<file path="src/rtl/au_pkg.sv">
// Shared definitions for the arithmetic unit and its writeback stage:
// opcode encodings, flag bit positions and the flags register width.
package au_pkg;

    localparam logic [2:0] OP_ADD  = 3'd0;
    localparam logic [2:0] OP_SUB  = 3'd1;
    localparam logic [2:0] OP_ADDS = 3'd2;
    localparam logic [2:0] OP_SUBS = 3'd3;
    localparam logic [2:0] OP_SHL  = 3'd4;
    localparam logic [2:0] OP_SHR  = 3'd5;
    localparam logic [2:0] OP_RTL  = 3'd6;
    localparam logic [2:0] OP_SAR  = 3'd7;

    localparam int FLAG_V  = 0;
    localparam int FLAG_C  = 1;
    localparam int FLAG_Z  = 2;
    localparam int FLAG_N  = 3;
    localparam int FLAG_SV = 4;

    localparam int FLAGS_W = 5;

    // Add/subtract family occupies the lower half of the opcode space; only
    // these produce a meaningful overflow.
    function automatic logic is_arith(input logic [2:0] opcode);
        return ~opcode[2];
    endfunction

endpackage

</file>
<file path="src/rtl/au_wb_fifo.sv">
// Generic DEPTH x WIDTH synchronous FIFO with a synchronous flush.
// DEPTH must be a power of two so the pointers wrap naturally.
module au_wb_fifo #(
    parameter int DEPTH = 2,
    parameter int WIDTH = 19
) (
    input  logic             clk,
    input  logic             rst_n,
    input  logic             push,
    input  logic             pop,
    input  logic             flush,
    input  logic [WIDTH-1:0] din,
    output logic [WIDTH-1:0] dout,
    output logic             full,
    output logic             empty
);

    localparam int PTR_W = (DEPTH > 1) ? $clog2(DEPTH) : 1;
    localparam int CNT_W = PTR_W + 1;
    localparam logic [CNT_W-1:0] FULL_CNT = CNT_W'(DEPTH);

    logic [WIDTH-1:0] mem [DEPTH];
    logic [PTR_W-1:0] wr_ptr;
    logic [PTR_W-1:0] rd_ptr;
    logic [CNT_W-1:0] count;
    logic             do_push;
    logic             do_pop;

    assign full    = (count == FULL_CNT);
    assign empty   = (count == '0);
    assign do_push = push & ~full & ~flush;
    assign do_pop  = pop & ~empty & ~flush;

    always_ff @(posedge clk or negedge rst_n) begin
        if (!rst_n) begin
            wr_ptr <= '0;
            rd_ptr <= '0;
            count  <= '0;
        end else if (flush) begin
            wr_ptr <= '0;
            rd_ptr <= '0;
            count  <= '0;
        end else begin
            if (do_push) begin
                wr_ptr <= wr_ptr + PTR_W'(1);
            end
            if (do_pop) begin
                rd_ptr <= rd_ptr + PTR_W'(1);
            end
            case ({do_push, do_pop})
                2'b10:   count <= count + CNT_W'(1);
                2'b01:   count <= count - CNT_W'(1);
                default: count <= count;
            endcase
        end
    end

    // Storage needs no reset: the head is masked to zero whenever empty.
    always_ff @(posedge clk) begin
        if (do_push) begin
            mem[wr_ptr] <= din;
        end
    end

    assign dout = empty ? '0 : mem[rd_ptr];

endmodule

</file>
<file path="src/rtl/au_writeback.sv">
// AU writeback stage: flags register {SV,N,Z,C,V} plus a result FIFO that
// drains to the register file. Define AU_WB_STICKY_OV_EN for the sticky SV bit.
module au_writeback
    import au_pkg::*;
#(
    parameter int DEPTH = 2,
    parameter int RD_W  = 3
) (
    input  logic               clk,
    input  logic               rst_n,
    input  logic               in_valid,
    output logic               in_ready,
    input  logic [2:0]         in_opcode,
    input  logic [RD_W-1:0]    in_rd,
    input  logic [15:0]        in_result,
    input  logic               in_carry,
    input  logic               in_overflow,
    input  logic               flush,
    input  logic               flags_load,
    input  logic [FLAGS_W-1:0] flags_din,
    output logic [FLAGS_W-1:0] flags_q,
    output logic               wb_valid,
    input  logic               wb_ready,
    output logic [RD_W-1:0]    wb_rd,
    output logic [15:0]        wb_data
);

    logic                  accept;
    logic                  pop;
    logic                  full;
    logic                  empty;
    logic [RD_W+15:0]      head;
    logic [FLAG_N:FLAG_V]  nzcv;
    logic                  sv;
    logic [1:0]            unused_opcode_low;

    // in_ready depends only on the registered occupancy, never on wb_ready.
    assign in_ready = ~full;
    assign accept   = in_valid & in_ready & ~flush;
    assign wb_valid = ~empty;
    assign pop      = wb_valid & wb_ready;

    assign unused_opcode_low = in_opcode[1:0];

    au_wb_fifo #(
        .DEPTH (DEPTH),
        .WIDTH (RD_W + 16)
    ) u_fifo (
        .clk   (clk),
        .rst_n (rst_n),
        .push  (accept),
        .pop   (pop),
        .flush (flush),
        .din   ({in_rd, in_result}),
        .dout  (head),
        .full  (full),
        .empty (empty)
    );

    assign {wb_rd, wb_data} = head;

    // A software load overrides any same-cycle result update.
    always_ff @(posedge clk or negedge rst_n) begin
        if (!rst_n) begin
            nzcv <= '0;
        end else if (flags_load) begin
            nzcv <= flags_din[FLAG_N:FLAG_V];
        end else if (accept) begin
            nzcv[FLAG_N] <= in_result[15];
            nzcv[FLAG_Z] <= (in_result == 16'h0000);
            nzcv[FLAG_C] <= in_carry;
            if (is_arith(in_opcode)) begin
                nzcv[FLAG_V] <= in_overflow;
            end
        end
    end

`ifdef AU_WB_STICKY_OV_EN
    always_ff @(posedge clk or negedge rst_n) begin
        if (!rst_n) begin
            sv <= 1'b0;
        end else if (flags_load) begin
            sv <= flags_din[FLAG_SV];
        end else if (accept && is_arith(in_opcode) && in_overflow) begin
            sv <= 1'b1;
        end
    end
`else
    logic unused_flags_din_sv;

    assign unused_flags_din_sv = flags_din[FLAG_SV];
    assign sv                  = 1'b0;
`endif

    assign flags_q = {sv, nzcv};

endmodule

</file>
<file path="config.mk">
export PLATFORM = sky130hd
export DESIGN_NAME = au_writeback
export DESIGN_NICKNAME = d
export VERILOG_FILES = /design/src/rtl/au_pkg.sv /design/src/rtl/au_wb_fifo.sv /design/src/rtl/au_writeback.sv
export SDC_FILE = /design/constraint.sdc
export NUM_CORES = 1
export LEC_CHECK = 0
export CORE_AREA = 2 2 72 74
export DETAILED_ROUTE_END_ITERATION = 8
export DIE_AREA = 0 0 74 76
export HOLD_SLACK_MARGIN = 0.08
export PLACE_DENSITY = 0.76
export REMOVE_ABC_BUFFERS = 1
export SLEW_MARGIN = 10
export SYNTH_ARGS = -nofsm -noshare
export SYNTH_HDL_FRONTEND = slang
export SYNTH_SLANG_ARGS = --single-unit
export TNS_END_PERCENT = 1
</file>
<file path="constraint.sdc">
create_clock -name clk -period 1.8 [get_ports clk]
set_input_delay 0.36 -clock clk [delete_from_list [all_inputs] [get_ports clk]]
set_output_delay 0.36 -clock clk [all_outputs]
set_load 0.03 [all_outputs]
</file>
==> reports/metrics.cfg <==
[worst_setup_path]
start_kind=register
path_cells=nor2_4 -> clkbuf_4 -> nor2_1 -> buf_4
slowest_delay_ps=460
r2r_cells=4
r2r_start=u_fifo.count[0]
cp-end-kind=output pin
path_class=reg -> out
worstPathArrival_ps=1380
r2r_slack_ps=410
reg2reg_to=u_fifo.mem[0][16]
cp.required_ps=1440
critical_path.max_fanout=9
crit_path_top_delay_cell=dfrtp_2

[synth]
synth.distinct_cells=29
ys_warn_count=0
ys_seq_area_frac=0.7043
synthCells=132
syn-mean-instance-area_um2=14.43
ys_ff_latch=46
syn_area_mm2=0.001904

[finish]
seq_area_mm2=0.001344
drive_above_1_share=0.2178
multi_input_area_um2=543.0
mostFrequentLayoutCell=edfxtp_1
fillers=422
diodes=0
nets=237
instances_no_fill=272
stdcell_area_mm2=0.002701
final_cell_mix=38 x edfxtp_1, 35 x clkdlybuf4s50_1, 26 x buf_4
syn_to_final_growth_pct=41.85

[global_route]
grt_antenna_before_repair=0
grt_usage=0.1352
grt_pass1_wl_mm=5.816
grt_max_degree=20
grt_pass1_vias=1329
overflow=0

[timing]
whs_ps=351.0
fin_setup_tns_ps=0
max_freq_mhz=575.4
fin_crit_ps=1738
drv_slew=0
finClkSkew_ps=3.484
hold_viol=0
setup_viol=0
period_share=0.9654

[routing]
antenna_left=0
wl_mm=3.697
dr_total_vias=1262
dr.pass1.iters=4
via_per_inst=4.640
wl_per_cell_um=13.59
drtIter0Drc=75
drc=0

[power]
ir_worst_vdd_mv=0.4318
p_leak_nw=0.9971
pwr_density_cell_mw_per_mm2=840.2

[clock_tree]
htree_levels=2
clock_latency_ps=290
path_clk_slew_ps=70
ctsRootBufferMaster=clkbuf_8
clock_sinks=46
tritoncts=yes
clockBufferDepth=2
post_cts_buffers=0
hold_buffers=0
numCtsBuffers=5

[floorplanning]
die_w_um=74
dieArea_mm2=0.005624
io_pins=61
initial_core_util=0.3877
core_area_mm2=0.004912
row_count=26
die_h_um=76

[place]
place_inst=264
io_buffers=56
place_congestion=0.6735
placed_cell_area_mm2=0.002605
hpwlAfterDp_mm=2.737

[job]
maxCapViolations=0

[run_status]
outcome=complete, no violations

[hold_path]
hold_path_class=in -> async

==> critical path: cells and delay by family (launching register included) <==
family / cells / cell delay, ps
DFF: 1 / 460
and+or+nand+nor: 2 / 230
buffers and inverters: 2 / 400
==> registers in the layout, indices dropped and copies added (netlist names) <==
signal and cells:
u_fifo.wr_ptr 1, u_fifo.count 2, nzcv 4, u_fifo.rd_ptr 1, u_fifo.mem 38
==> stage by stage <==
step / power, mW / utilization / setup WS [ps]
2_1_floorplan: 1.481 / - / -186.2
3_3_place_gp: 1.710 / 0.5303 / 152.3
3_5_place_dp: 1.721 / 0.5303 / 114.1
4_1_cts: 2.287 / 0.5466 / 21.27
5_1_grt: 2.371 / 0.5499 / -12.28
6_report: 2.270 / 0.5499 / 62.20
==> Yosys cell counts <==
master | count | area (µm²)
o31a_1 | 1 | 8.760
nand2b_4 | 1 | 13.76
o21ai_1 | 1 | 5.000
xor2_1 | 1 | 8.760
inv_1 | 2 | 7.510
nand2_1 | 3 | 11.26
or4_1 | 1 | 7.510
a211oi_1 | 1 | 7.510
xnor2_1 | 1 | 8.760
nand2b_1 | 2 | 12.51
buf_2 | 2 | 10.01
nand3b_4 | 1 | 20.02
a21oi_1 | 1 | 5.000
a22oi_1 | 1 | 7.510
buf_4 | 1 | 7.510
nor3b_1 | 2 | 15.01
nand3b_1 | 1 | 7.510
nor4_1 | 3 | 18.77
conb_1 | 1 | 3.750
mux2i_1 | 22 | 220.2
a31oi_1 | 1 | 6.260
edfxtp_1 | 38 | 1141
and2b_2 | 1 | 8.760
o21a_1 | 1 | 7.510
nor2_1 | 28 | 105.1
clkbuf_1 | 2 | 7.510
dfrtp_1 | 8 | 200.2
o21ai_0 | 3 | 15.01
nand4_1 | 1 | 6.260
==> where the power goes <==
| part | switching, mW | total (mW) | internal (mW) |
|---|---|---|---|
| combinational | 0.248 | 0.468 | 0.220 |
| clock | 0.302 | 0.570 | 0.267 |
| sequential | 0.0227 | 1.23 | 1.21 |
==> kinds of logic after synthesis <==
| kind of cell | count (synthesis) | share of synthesized area |
|---|---|---|
| xor gates and xnor gates | 2 | 0.009200 |
| and+or+nand+nor | 44 | 0.1189 |
| buffers and inverters | 7 | 0.01709 |
| muxes | 22 | 0.1156 |
| DFF | 46 | 0.7043 |
| other | 1 | 0.001969 |
| AOI/OAI and AO/OA | 10 | 0.03285 |
==> repair_timing <==
action / in CTS / in global routing
endpoints found under the setup margin: 21 / 19
resized for setup: 4 / 5
cloned: 0 / 1
==> final cells by class <==
cell class	count	share of cell area
Sequential cell	46	0.4975
Timing Repair Buffer	68	0.2381
Multi-Input combinational cell	79	0.2010
Tap cell	70	0.03242
Clock buffer	7	0.02825
Inverter	2	0.002779
==> per-layer routing <==
layer | global-route usage | wire, µm | vias to the layer above
met2 | 0.2438 | 1970 | 45
met5 | 0 | 0 | -
met1 | 0.1488 | 1476 | 596
li1 | - | - | 619
met4 | 0.04909 | 29 | 0
met3 | 0.03439 | 220 | 2
==> worst max path at each step <==
| stage | startpoint | endpoint | slack, ps | cells past startpoint |
|---|---|---|---|---|
| finish | u_fifo.count[0] | wb_data[11] | 60 | 4 |
| global route | u_fifo.count[0] | wb_data[11] | -10 | 4 |
| CTS | u_fifo.count[1] | wb_data[9] | 20 | 4 |
| detailed placement | in_valid | u_fifo.mem[0][3] | 110 | 4 |
| global placement | in_valid | u_fifo.mem[1][17] | 150 | 4 |
| floorplan | u_fifo.count[0] | u_fifo.mem[0][0] | -190 | 3 |
Note: power is estimated with default switching activity, not from simulation.
